<file path="src/rtl/cpu_pkg.sv">
// Shared CPU definitions used by the register file, decode and writeback.
// Contents:
//   BITS_DEF / NREGS_DEF / AW_DEF : default datapath width, register count
//                                   and register index width
//   reg_idx_t                     : register index type for the default
//                                   configuration
//   REG_ZERO                      : index of the hardwired-zero register
package cpu_pkg;

    localparam int BITS_DEF  = 8;
    localparam int NREGS_DEF = 8;
    localparam int AW_DEF    = $clog2(NREGS_DEF);

    typedef logic [AW_DEF-1:0] reg_idx_t;

    localparam reg_idx_t REG_ZERO = reg_idx_t'(0);

endpackage : cpu_pkg

</file>
<file path="src/rtl/reg_scoreboard.sv">
// Write scoreboard: one busy bit per register, set when issue reserves a
// destination and cleared when writeback writes it.
// Ports:
//   clk, rst              : clock, synchronous active-high reset
//   rs1_addr / rs1_busy   : read port 1 index and its pending-write flag
//   rs2_addr / rs2_busy   : read port 2 index and its pending-write flag
//   wenable, waddr        : writeback strobe and index (clears busy)
//   rsv_valid, rsv_addr   : reservation request and index (sets busy)
//   rsv_ready             : reservation would be accepted this cycle
//   pending               : registered count of busy registers
module reg_scoreboard
    import cpu_pkg::*;
#(
    parameter int NREGS = NREGS_DEF,
    parameter int AW    = $clog2(NREGS)
) (
    input  logic          clk,
    input  logic          rst,
    input  logic [AW-1:0] rs1_addr,
    output logic          rs1_busy,
    input  logic [AW-1:0] rs2_addr,
    output logic          rs2_busy,
    input  logic          wenable,
    input  logic [AW-1:0] waddr,
    input  logic          rsv_valid,
    input  logic [AW-1:0] rsv_addr,
    output logic          rsv_ready,
    output logic [AW:0]   pending
);

    localparam logic [AW-1:0] ZERO_IDX = AW'(REG_ZERO);

    logic [NREGS-1:0] busy_q;
    logic [NREGS-1:0] busy_d;
    logic [AW:0]      pending_q;
    logic [AW:0]      pending_d;
    logic             ready_s;
    logic             rsv_acc_s;
    logic             inc_s;
    logic             dec_s;

    // Busy lookups; a write in flight to the same index hides the busy bit
    // because its data is already being bypassed.
    always_comb begin
        rs1_busy  = busy_q[rs1_addr] && !(wenable && (waddr == rs1_addr));
        rs2_busy  = busy_q[rs2_addr] && !(wenable && (waddr == rs2_addr));
        ready_s   = !busy_q[rsv_addr] || (wenable && (waddr == rsv_addr));
        // r0 reservations are accepted but never recorded.
        rsv_acc_s = rsv_valid && ready_s && (rsv_addr != ZERO_IDX);
    end

    // Next busy vector: reservation wins over a same-edge clear.
    always_comb begin
        busy_d = busy_q;
        for (int i = 1; i < NREGS; i++) begin
            busy_d[i] = (rsv_acc_s && (rsv_addr == AW'(i))) ||
                        (busy_q[i] && !(wenable && (waddr == AW'(i))));
        end
        busy_d[0] = 1'b0;
    end

    // Incremental popcount: a set of a clear bit counts up, a clear of a set
    // bit counts down; a write and reserve of the same busy register is net 0.
    always_comb begin
        inc_s = rsv_acc_s && !busy_q[rsv_addr];
        dec_s = wenable && (waddr != ZERO_IDX) && busy_q[waddr] &&
                !(rsv_acc_s && (rsv_addr == waddr));
        case ({inc_s, dec_s})
            2'b10:   pending_d = pending_q + (AW+1)'(1);
            2'b01:   pending_d = pending_q - (AW+1)'(1);
            default: pending_d = pending_q;
        endcase
    end

    // Scoreboard state registers.
    always_ff @(posedge clk) begin
        if (rst) begin
            busy_q    <= '0;
            pending_q <= '0;
        end else begin
            busy_q    <= busy_d;
            pending_q <= pending_d;
        end
    end

    assign rsv_ready = ready_s;
    assign pending   = pending_q;

endmodule : reg_scoreboard

</file>
<file path="src/rtl/reg_file_sb.sv">
// Register file with integrated write scoreboard. Two combinational read
// ports with write bypass, one synchronous write port, r0 hardwired to zero.
// Ports:
//   clk, rst                       : clock, synchronous active-high reset
//   rs1_addr/rs1_data/rs1_busy     : read port 1 index, data, pending flag
//   rs2_addr/rs2_data/rs2_busy     : read port 2 index, data, pending flag
//   wenable, waddr, wdata          : write port
//   rsv_valid, rsv_addr, rsv_ready : destination reservation handshake
//   pending                        : number of registers awaiting writeback
module reg_file_sb
    import cpu_pkg::*;
#(
    parameter int BITS  = BITS_DEF,
    parameter int NREGS = NREGS_DEF,
    parameter int AW    = $clog2(NREGS)
) (
    input  logic            clk,
    input  logic            rst,
    input  logic [AW-1:0]   rs1_addr,
    output logic [BITS-1:0] rs1_data,
    output logic            rs1_busy,
    input  logic [AW-1:0]   rs2_addr,
    output logic [BITS-1:0] rs2_data,
    output logic            rs2_busy,
    input  logic            wenable,
    input  logic [AW-1:0]   waddr,
    input  logic [BITS-1:0] wdata,
    input  logic            rsv_valid,
    input  logic [AW-1:0]   rsv_addr,
    output logic            rsv_ready,
    output logic [AW:0]     pending
);

    localparam logic [AW-1:0] ZERO_IDX = AW'(REG_ZERO);

    logic [BITS-1:0] regs_q [NREGS];
    logic [BITS-1:0] rs1_data_s;
    logic [BITS-1:0] rs2_data_s;
    logic            wr_en_s;

    assign wr_en_s = wenable && (waddr != ZERO_IDX);

    // Storage array; r0 is never written so it stays zero after reset.
    always_ff @(posedge clk) begin
        if (rst) begin
            for (int i = 0; i < NREGS; i++) begin
                regs_q[i] <= {BITS{1'b0}};
            end
        end else if (wr_en_s) begin
            regs_q[waddr] <= wdata;
        end
    end

    // Read port 1: zero register, then same-cycle write bypass, then storage.
    always_comb begin
        if (rs1_addr == ZERO_IDX) begin
            rs1_data_s = {BITS{1'b0}};
        end else if (wenable && (waddr == rs1_addr)) begin
            rs1_data_s = wdata;
        end else begin
            rs1_data_s = regs_q[rs1_addr];
        end
    end

    // Read port 2: same priority as port 1.
    always_comb begin
        if (rs2_addr == ZERO_IDX) begin
            rs2_data_s = {BITS{1'b0}};
        end else if (wenable && (waddr == rs2_addr)) begin
            rs2_data_s = wdata;
        end else begin
            rs2_data_s = regs_q[rs2_addr];
        end
    end

    assign rs1_data = rs1_data_s;
    assign rs2_data = rs2_data_s;

    reg_scoreboard #(
        .NREGS (NREGS),
        .AW    (AW)
    ) u_scoreboard (
        .clk       (clk),
        .rst       (rst),
        .rs1_addr  (rs1_addr),
        .rs1_busy  (rs1_busy),
        .rs2_addr  (rs2_addr),
        .rs2_busy  (rs2_busy),
        .wenable   (wenable),
        .waddr     (waddr),
        .rsv_valid (rsv_valid),
        .rsv_addr  (rsv_addr),
        .rsv_ready (rsv_ready),
        .pending   (pending)
    );

endmodule : reg_file_sb

</file>
<file path="config.mk">
export PLATFORM = sky130hd
export DESIGN_NAME = reg_file_sb
export DESIGN_NICKNAME = d
export VERILOG_FILES = /design/src/rtl/cpu_pkg.sv /design/src/rtl/reg_scoreboard.sv /design/src/rtl/reg_file_sb.sv
export SDC_FILE = /design/constraint.sdc
export NUM_CORES = 1
export LEC_CHECK = 0
export BUFFER_PORTS_ARGS = -buffer_cell sky130_fd_sc_hd__buf_2
export CAP_MARGIN = 10
export CORE_ASPECT_RATIO = 1.4
export CORE_UTILIZATION = 35
export DETAILED_ROUTE_END_ITERATION = 8
export GPL_ROUTABILITY_DRIVEN = 0
export PLACE_DENSITY = 0.58
export SYNTH_ARGS = -nofsm -noshare
export SYNTH_HDL_FRONTEND = slang
export SYNTH_HIERARCHICAL = 1
export SYNTH_SLANG_ARGS = --single-unit
</file>
<file path="constraint.sdc">
create_clock -name clk -period 5.9 [get_ports clk]
set_input_delay 0.295 -clock clk [delete_from_list [all_inputs] [get_ports clk]]
set_output_delay 0.295 -clock clk [all_outputs]
set_load 0.01 [all_outputs]
</file>
After elaboration in Yosys (flattened, before gate mapping)
Memories as Yosys holds them, arrays and structs flattened.
Index checks and enable logic that the tools add are counted.

storage, ports and cells
  word-level logic and storage cells = 109
  bits in writable memories = 64
  memories = 1
  input port bits = 24
  register bits after elaboration = 12
  output and inout port bits = 23

memories
  name    words  bits a word  read ports  clocked after memory_dff  wr ports  line               RTL
  regs_q  8      8            2           0                         8         reg_file_sb.sv:36  logic [BITS-1:0] regs_q [NREGS];

operators by class
  add/subtract/negate cells = 2
  eq/ne operators = 20
  magnitude comparators = 4
  reductions and logical operators = 58
  multiplexer cells = 21

operators with widths
  cell                                                                   number
  8-bit two-way mux                                                      5
  1-bit logical AND                                                      33
  3-bit == test (second input constant)                                  8
  3-bit by 4-bit < comparator with 1-bit output (second input constant)  4
  1-bit binary-select mux with 3-bit select                              4
  3-bit by 2-bit == test with 1-bit output (second input constant)       4
  3-bit == test                                                          4
  1-bit zero test                                                        11
  1-bit two-way mux                                                      10
  1-bit logical OR                                                       8
  4-bit case mux with 2 select lines                                     1
  8-bit OR reduction                                                     1
  3-bit by 1-bit == test with 1-bit output (second input constant)       2
  3-bit zero test                                                        2
  3-bit nonzero test                                                     2
  4-bit by 1-bit adder with 4-bit output (second input constant)         1
  4-bit by 1-bit subtractor with 4-bit output (second input constant)    1
  3-bit two-way mux                                                      1
  2-bit by 1-bit == test with 1-bit output (second input constant)       1
  2-bit == test (second input constant)                                  1
  2-bit nonzero test                                                     1

Longest topological paths before layout
Gate-level depths: netlist (run 1).

  depth after elaboration = 11
  mapped depth = 12
  depth with buffers taken out = 11

By module
Netlist (run 1), hierarchy kept.

by module, submodules not included
  module          times used  cells each  seq. area each (sq um)  area an instance (sq um)
  reg_file_sb     1           243         1921.8                  3743.6
  reg_scoreboard  1           112         220.2                   972.2

Worst setup path after synthesis (run 1)
OpenSTA, ideal clock, no wires.

  path type = input-to-reg
  start point = in rsv_addr[1]
  end point = reg u_scoreboard.pending_q[3] (netlist: u_scoreboard/pending[3])
  stages on the path = 11
  library setup time = 0.070 ns
  arrival time = 2.527 ns
  setup slack = 3.304 ns
  buffers on the path = 1
  cell sequence = buf_6 > mux2_4 > a221oi_2 > a21o_1 > nand2_1 > ha_1 > ha_1 > a21oi_1 > a21oi_1 > or4_1 > a21oi_1

between the ends
  word-level cells in the longest chain between the ends = 11
  elaborated cells on any way between the ends = 18

ends and longest elaborated chain
  element                                                                    line                                        RTL
  start: declaration                                                         reg_file_sb.sv:29                           input logic [AW-1:0] rsv_addr,
  1-bit binary-select mux with 3-bit select                                  reg_scoreboard.sv:47, reg_scoreboard.sv:65
  1-bit two-way mux (implied by the code)                                    reg_scoreboard.sv:47, reg_scoreboard.sv:65
  1-bit zero test                                                            reg_scoreboard.sv:47, reg_scoreboard.sv:65
  1-bit logical OR                                                           reg_scoreboard.sv:47                        ready_s = !busy_q[rsv_addr] || (wenable && (waddr == rsv_addr));
  1-bit logical AND (2 in a row)                                             reg_scoreboard.sv:49                        rsv_acc_s = rsv_valid && ready_s && (rsv_addr != ZERO_IDX);
  1-bit logical AND                                                          reg_scoreboard.sv:67                        !(rsv_acc_s && (rsv_addr == waddr));
  1-bit zero test                                                            reg_scoreboard.sv:67
  1-bit logical AND                                                          reg_scoreboard.sv:66                        dec_s = wenable && (waddr != ZERO_IDX) && busy_q[waddr] &&
  2-bit by 1-bit == test with 1-bit output or 2-bit == test (tied branches)  reg_scoreboard.sv:68                        case ({inc_s, dec_s})
  4-bit case mux with 2 select lines or 2-bit nonzero test (tied branches)   n/a
  end signal: assignment                                                     reg_scoreboard.sv:82                        pending_q <= pending_d;
  end: declaration                                                           reg_scoreboard.sv:35                        logic [AW:0] pending_q;

Several ways; a longest one is shown, not always the timed one. The select of a mux whose other input is x is not followed.
A chain may end at the register's enable or synchronous reset.

Final worst setup path (run 1)
  start point = reg u_scoreboard.busy_q[3]
  end point = reg u_scoreboard.pending_q[3] (netlist: u_scoreboard/pending[3])

between the ends
  word-level cells in the longest chain between the ends = 11
  elaborated cells on any way between the ends = 17

ends and longest elaborated chain
  element                                                                    line                                        RTL
  start: declaration                                                         reg_scoreboard.sv:33                        logic [NREGS-1:0] busy_q;
  start signal: assignment                                                   reg_scoreboard.sv:81                        busy_q <= busy_d;
  1-bit binary-select mux with 3-bit select                                  reg_scoreboard.sv:47, reg_scoreboard.sv:65
  1-bit two-way mux (implied by the code)                                    reg_scoreboard.sv:47, reg_scoreboard.sv:65
  1-bit zero test                                                            reg_scoreboard.sv:47, reg_scoreboard.sv:65
  1-bit logical OR                                                           reg_scoreboard.sv:47
  1-bit logical AND (2 in a row)                                             reg_scoreboard.sv:49
  1-bit logical AND                                                          reg_scoreboard.sv:67
  1-bit zero test                                                            reg_scoreboard.sv:67
  1-bit logical AND                                                          reg_scoreboard.sv:66
  2-bit by 1-bit == test with 1-bit output or 2-bit == test (tied branches)  reg_scoreboard.sv:68
  4-bit case mux with 2 select lines or 2-bit nonzero test (tied branches)   n/a

Several ways; a longest one is shown, not always the timed one. The select of a mux whose other input is x is not followed.

==> results of run 1 <==
synthesized netlist by cell type, drive strengths merged (2+ instances only):
cell / n / area [um^2]
a211oi: 18 / 135
a21oi: 8 / 43.8
a31oi: 2 / 12.5
and2: 56 / 350
buf: 16 / 165
clkbuf: 3 / 21.3
dfxtp: 11 / 220
edfxtp: 64 / 1920
ha: 3 / 37.5
inv: 10 / 37.5
mux2i: 19 / 190
mux4: 36 / 871
nand2: 6 / 22.5
nand2b: 5 / 31.3
nand3: 3 / 15.0
nand4: 3 / 31.3
nor2: 31 / 124
nor3: 4 / 25.0
o211ai: 8 / 60.1
o21ai: 8 / 43.8
o31ai: 3 / 22.5
or2: 8 / 50.1
xnor2: 10 / 87.6
xor2: 5 / 43.8
final timing paths:
path                           start                      end  depth (start not counted)
min reg2reg  u_scoreboard/pending[3]  u_scoreboard/pending[3]                          2
max           u_scoreboard/busy_q[3]  u_scoreboard/pending[3]                         10
max reg2reg   u_scoreboard/busy_q[3]  u_scoreboard/pending[3]                         10
min                        rsv_valid   u_scoreboard/busy_q[7]                          3
through the flow:
step	instance area [um^2]	power (mW)	util	std cells	worst slack, ns
after global routing	5320	1.48	0.410	583	2.99
after CTS	5320	1.43	0.410	583	3.21
after global placement	5020	0.853	0.386	568	3.07
final	5320	1.42	0.410	583	3.20
after floorplan	4740	0.788	-	362	3.30
after detailed placement	5020	0.859	0.386	568	3.00
power breakdown:
group,internal [mW],switching [mW],leakage (nW),total (mW)
clock,0.365,0.210,0.149,0.575
sequential,0.610,0.0181,0.704,0.628
combinational,0.0990,0.119,1.13,0.218
cell families (layout without fill, tap and decap cells):
logic type	after synthesis	in the layout	share of synthesized area
AND/OR/NAND/NOR	124	124	0.153
flip-flops	75	75	0.454
multiplexers	56	56	0.228
AO/OA/AOI/OAI	51	51	0.0759
buffers and inverters	29	72	0.0475
XOR/XNOR	15	15	0.0279
adder cells (fa/ha/maj)	4	4	0.0122
other	1	8	0.000795
cells in the final DEF, fill, tap and decap left out, drive strengths merged, types with 2 or more instances in the layout:
cell,count
or2,8
nor3,4
xor2,5
o211ai,8
mux2i,19
a21oi,8
dfxtp,11
a211oi,18
and2,56
nand2b,5
buf,47
a31oi,2
nand3,3
mux4,36
ha,3
nand4,3
o31ai,3
clkbuf,9
xnor2,10
edfxtp,64
conb,8
nor2,31
inv,10
bufinv,2
o21ai,8
nand2,6
clkinv,3
worst min-delay path, cell delays in order:
cell and delay [ns]:
buf_2 0.12, nand4_1 0.12, o21ai_1 0.06
registers in the layout, indices dropped and copies added (netlist names):
name                  count
u_scoreboard/pending      4
regs_q                   64
u_scoreboard/busy_q       7
metal layers:
| layer | global-route usage | part of all wire | vias up |
|---|---|---|---|
| li1 | - | - | 1457 |
| met1 | 0.208 | 0.41 | 1566 |
| met2 | 0.303 | 0.52 | 99 |
| met3 | 0.0296 | 0.054 | 18 |
| met4 | 0.0625 | 0.017 | 0 |
| met5 | 0 | 0 | - |
final cells by class:
| cell class | instances | share of cell area |
|---|---|---|
| clock buffers | 9 | 0.0423 |
| clock inverters | 6 | 0.0153 |
| inverters | 10 | 0.00705 |
| multi-input cells | 258 | 0.446 |
| flip-flops and latches | 75 | 0.402 |
| well taps | 178 | 0.0418 |
| repair buffers | 47 | 0.0447 |
==> run_results.csv, run 1 <==
group,metric,value,unit
worst_setup_path,critPathBufInv,0,
run,cap_violations,0,
worst_setup_path,crit_path_max_incr_delay,0.47,ns
global_routing,antenna_found_initial,0,
sta,max_slew_margin,0.213,
synth,syn_inst,355,
power_and_ir_drop,power_density,267,nW/um^2
synth,synthFlopType,"edfxtp_1",
detailed_routing,firstDrtPassIters,6,
layout,multi_input_area,2380,um^2
cts,cts_root_buf,"clkbuf_16",
detailed_routing,num_vias,3140,
synth,avgSynthCellArea,13.3,um^2
synth,async_reset_ff_frac,0,
cts,tritoncts,"yes",
sta,worstMarginPinSlew,1.17,ns
detailed_routing,routedWlPerCell,19.1,um
sta,max_freq,371,MHz
worst_setup_path,critPathArrivalTime,2.96,ns
worst_setup_path,reg2reg_setup_slack,3.20,ns
cts,cts_sinks,75,
cts,clk_path_buf_depth,2,
sta,hold_violations,0,
worst_setup_path,timing_worst_setup_path_type,"flop to flop",
run_status,status,"finished, final reports clean",
cts,clk_latency,0.33,ns
cts,numCtsBuffers,9,
die,die_width,100,um
global_routing,track_usage,0.172,
worst_setup_path,crit_chain,"mux2_4, a221oi_2, a21o_1, nand2_1, ha_1, ha_1, a21oi_1, a21oi_1, or4_1, a21oi_1",
synth,synth-seq-area-share,0.454,
detailed_routing,drtIter0Drc,179,
layout,nFillCells,1285,
global_routing,grt_start_max_net_pins,24,
layout,regArea,2140,um^2
global_routing,grt_pass1_vias,3276,
die,row_count,49,
placement,port_buffers,46,
detailed_routing,drtAntennaViolNets,0,
sta,fin_worst_skew,0.00211,ns
sta,setup_tns,0,ns
layout,drive_above_1_share,0.249,
sta,period_share,0.457,
synth,synth_edf_count,64,
worst_hold_path,hold_class,"input port to flop",
sta,min_period,2.70,ns
worst_setup_path,cp_max_fo,5,
detailed_routing,finalWirelength,11.2,mm
die,chipHeight,139,um
sta,finalSetupViolCount,0,
detailed_routing,via_per_inst,5.39,
layout,nNetsFinal,429,
die,die_area,13900,um^2
power_and_ir_drop,ir_worst_vdd,0.152,mV
worst_setup_path,startpoint_type,"flop",
die,io_pins,47,
sta,rsz0062_at_grt,"false",
layout,syn_to_final_growth,12.9,%
die,start_util,0.363,
cts,h-tree-depth,3,
worst_setup_path,cp_slowest_cell,"or4_1",
cts,cts_resized,0,
cts,cts_setup_buffers,0,
global_routing,grt_pass1_wl,17.9,mm
worst_setup_path,endpoint_kind,"flop",
sta,hold_slack,0.317,ns
die,core-area,13000,um^2
synth,synth_seq_cells,75,
cts,postCtsHoldBufs,0,
worst_setup_path,path_common_cell,"a21oi_1",
worst_setup_path,critPathRequiredTime,6.16,ns
cts,cts.clk_slew.worst_paths,0.06,ns
placement,dpl.hpwl,7.86,mm
synth,synth_cell_types,51,
synth,ys_warn_count,6,
sta,maxSlewViolCount,0,
detailed_routing,drc,0,
power_and_ir_drop,power.static_leakage,1.98,nW
synth,synth_area,4720,um^2
layout,diodes,0,
worst_setup_path,crit_family,"compound AO/OA/AOI/OAI gates",
global_routing,overflow,0,
No activity file was read; power rests on OpenSTA's default activity.
==> run 2, diff against run 1 <==
--- a/config.mk
+++ b/config.mk
@@ -5,13 +5,14 @@
 export SDC_FILE = /design/constraint.sdc
 export NUM_CORES = 1
 export LEC_CHECK = 0
+export ABC_AREA = 1
 export BUFFER_PORTS_ARGS = -buffer_cell sky130_fd_sc_hd__buf_2
 export CAP_MARGIN = 10
 export CORE_ASPECT_RATIO = 1.4
 export CORE_UTILIZATION = 35
 export DETAILED_ROUTE_END_ITERATION = 8
 export GPL_ROUTABILITY_DRIVEN = 0
-export PLACE_DENSITY = 0.58
+export PLACE_DENSITY = 0.6
 export SYNTH_ARGS = -nofsm -noshare
 export SYNTH_HDL_FRONTEND = slang
 export SYNTH_HIERARCHICAL = 1
==> constraint.sdc (replaced) <==
create_clock -name clk -period 2.2 [get_ports clk]
set_input_delay 0.11 -clock clk [delete_from_list [all_inputs] [get_ports clk]]
set_output_delay 0.11 -clock clk [all_outputs]
set_load 0.01 [all_outputs]
==> run_results.csv, run 2 <==
group,metric,value,unit
run_status,status,"finished, final reports clean",
cts,cts_sinks,75,
sta,setup_tns,0,ns
run,cap_violations,0,
detailed_routing,drc,0,
detailed_routing,drtIter0Drc,464,
detailed_routing,via_per_inst,5.13,
synth,synthFlopType,"edfxtp_1",
worst_setup_path,r2r-end,"u_scoreboard/pending[3]",
layout,largest_register_ffs,64,
detailed_routing,routedWlPerCell,16.6,um
detailed_routing,firstDrtPassIters,7,
synth,synth_edf_count,64,
synth,synth-seq-area-share,0.410,
layout,largest-register,"regs_q",
worst_setup_path,worst_r2r_path_depth,14,
detailed_routing,finalWirelength,15.8,mm
cts,cts_root_buf,"clkbuf_16",
global_routing,antenna_found_initial,0,
sta,max_freq,503,MHz
worst_setup_path,reg2reg_setup_slack,0.21,ns
power_and_ir_drop,total_power,3.91,mW
global_routing,overflow,0,
power_and_ir_drop,power_density,655,nW/um^2
global_routing,grt_start_max_net_pins,35,
die,row_count,52,
detailed_routing,num_vias,4870,
placement,pre_cts_ws,0.0814,ns
global_routing,track_usage,0.214,
synth,yosys.area.top_type_share,0.368,
worst_setup_path,timing_worst_setup_path_type,"flop to flop",
worst_hold_path,hold_class,"input port to flop",
die,chipHeight,147,um
worst_hold_path,min_from,"rsv_addr[2]",
synth,yosys-top-cells-area,"edfxtp_1, nand2_1, nand3_1",
synth,ys_warn_count,6,
synth,synth_area,5220,um^2
die,core-area,14500,um^2
layout,nNetsFinal,784,
layout,layoutNonFillerInstCount,950,
synth,yosys-top-cells-count,"nand2_1, nand3_1, nor2_1",
placement,dpl.hpwl,11.4,mm
global_routing,grt_pass1_wl,24.9,mm
synth,synth_cell_types,38,
die,io_pins,47,
synth,synth_seq_cells,75,
die,start_util,0.360,
worst_hold_path,hold_path_end,"u_scoreboard/busy_q[1]",
layout,drive_above_1_share,0.210,
placement,placed_area,5670,um^2
layout,syn_to_final_growth,14.3,%
layout,nFillCells,1498,
synth,yosysTopAreaCell,"edfxtp_1",
cts,h-tree-depth,3,
worst_setup_path,endpoint_kind,"flop",
sta,fin_worst_skew,0.00207,ns
layout,final_area,5970,um^2
layout,mostFrequentLayoutCell,"nand2_1",
cts,postCtsHoldBufs,0,
cts,clk_path_buf_depth,2,
synth,async_reset_ff_frac,0,
worst_hold_path,hold_depth,4,
worst_setup_path,startpoint_type,"flop",
die,die_width,105,um
sta,finalSetupViolCount,0,
sta,maxSlewViolCount,0,
die,die_area,15400,um^2
sta,hold_violations,0,
power_and_ir_drop,power.static_leakage,2.68,nW
sta,min_period,1.99,ns
power_and_ir_drop,ir_worst_vdd,0.320,mV
sta,worstMarginPinSlew,0.560,ns
synth,avgSynthCellArea,7.45,um^2
worst_setup_path,cp_max_fo,4,
layout,diodes,0,
detailed_routing,drtAntennaViolNets,0,
synth,syn_inst,701,
global_routing,grt_pass1_vias,4515,
worst_setup_path,critPathArrivalTime,2.26,ns
sta,period_share,0.904,
cts,tritoncts,"yes",
synth,synth.most_common_cell,"nand2_1",
placement,port_buffers,46,
worst_setup_path,critPathRequiredTime,2.47,ns
cts,numCtsBuffers,9,
layout,layout_common_cells,"nand2_1, nand3_1, nor2_1",
placement,dp_cells,933,
cts,cts.clk_slew.worst_paths,0.06,ns
sta,setup_ws,0.212,ns
sta,max_slew_margin,0.627,
worst_setup_path,r2r_start,"u_scoreboard/busy_q[7]",
cts,clk_latency,0.34,ns
## run 2: changes by cell type after synthesis, moves of 17 or more
| cell | delta |
|---|---|
| nand2_1 | +213 |
| nand3_1 | +107 |
| nor2_1 | +68 |
| and2_1 | -56 |
| mux4_2 | -20 |
| mux2i_1 | -19 |
| o21ai_0 | +18 |
| a211oi_1 | -17 |
## run 2: layout make-up
class                           instances  area (um^2)  share of cell area
Clock buffer                           12          256              0.0429
Clock inverter                          4         25.0             0.00419
Inverter                               45          184              0.0308
Multi-Input combinational cell        550         2680               0.449
Sequential cell                        75         2140               0.359
Tap cell                              189          236              0.0396
Timing Repair Buffer                   75          448              0.0750
## run 2: through the flow
stage               hold slack (ns)   util
floorplan                     0.385      -
global placement              0.475  0.391
detailed placement            0.475  0.391
CTS                           0.195  0.410
global route                  0.236  0.412
finish                        0.200  0.412
## run 2: kinds of logic after synthesis
family / Yosys count / synth area share
xor+xnor: 9 / 0.0194
buf+inv: 83 / 0.0843
fa+ha+maj: 4 / 0.0110
simple gates: 485 / 0.429
other cells: 1 / 0.000718
compound gates: 44 / 0.0450
flops: 75 / 0.410
## run 2: what timing repair did
action / CTS / global route
setup endpoints to repair: 0 / 2
setup buffers: 0 / 1
resized for setup: 0 / 4
## run 2: worst max-delay path by stage
| stage | startpoint | to | slack (ns) | depth (start not counted) |
|---|---|---|---|---|
| after floorplan | rsv_addr[1] | u_scoreboard/pending[2] | 0.32 | 12 |
| after global placement | waddr[0] | u_scoreboard/pending[2] | 0.10 | 13 |
| after detailed placement | waddr[0] | u_scoreboard/pending[2] | 0.08 | 13 |
| after CTS | u_scoreboard/busy_q[2] | u_scoreboard/pending[2] | 0.11 | 10 |
| after global routing | u_scoreboard/busy_q[7] | u_scoreboard/pending[3] | -0.001 | 14 |
| final | u_scoreboard/busy_q[7] | u_scoreboard/pending[3] | 0.21 | 14 |
## run 2: critical path, stage by stage (launching register included)
cell,delay [ns]
dfxtp_1,0.31
inv_1,0.12
nor2_2,0.05
a21oi_1,0.13
nand4_1,0.09
o21ai_1,0.10
nor3_2,0.07
ha_2,0.20
buf_4,0.14
ha_1,0.27
nand3_1,0.08
nand2_1,0.06
xnor2_1,0.13
nand2_1,0.06
a21oi_1,0.11
## run 2: report_power, final
part           internal (mW)  total [mW]  leakage (nW)  switching (mW)
registers               1.64        1.70         0.705          0.0598
logic                  0.269       0.809          1.84           0.540
clock network          0.822        1.41         0.135           0.584
total                   2.73        3.91          2.68            1.18
## run 2: metal layers
| layer | wire (um) | vias to the layer above | global-route usage | share of wire |
|---|---|---|---|---|
| met3 | 1020 | 35 | 0.0335 | 0.064 |
| met2 | 7850 | 181 | 0.374 | 0.50 |
| li1 | - | 2402 | - | - |
| met1 | 6400 | 2252 | 0.261 | 0.41 |
| met4 | 506 | 0 | 0.0831 | 0.032 |
| met5 | 0 | - | 0 | 0 |
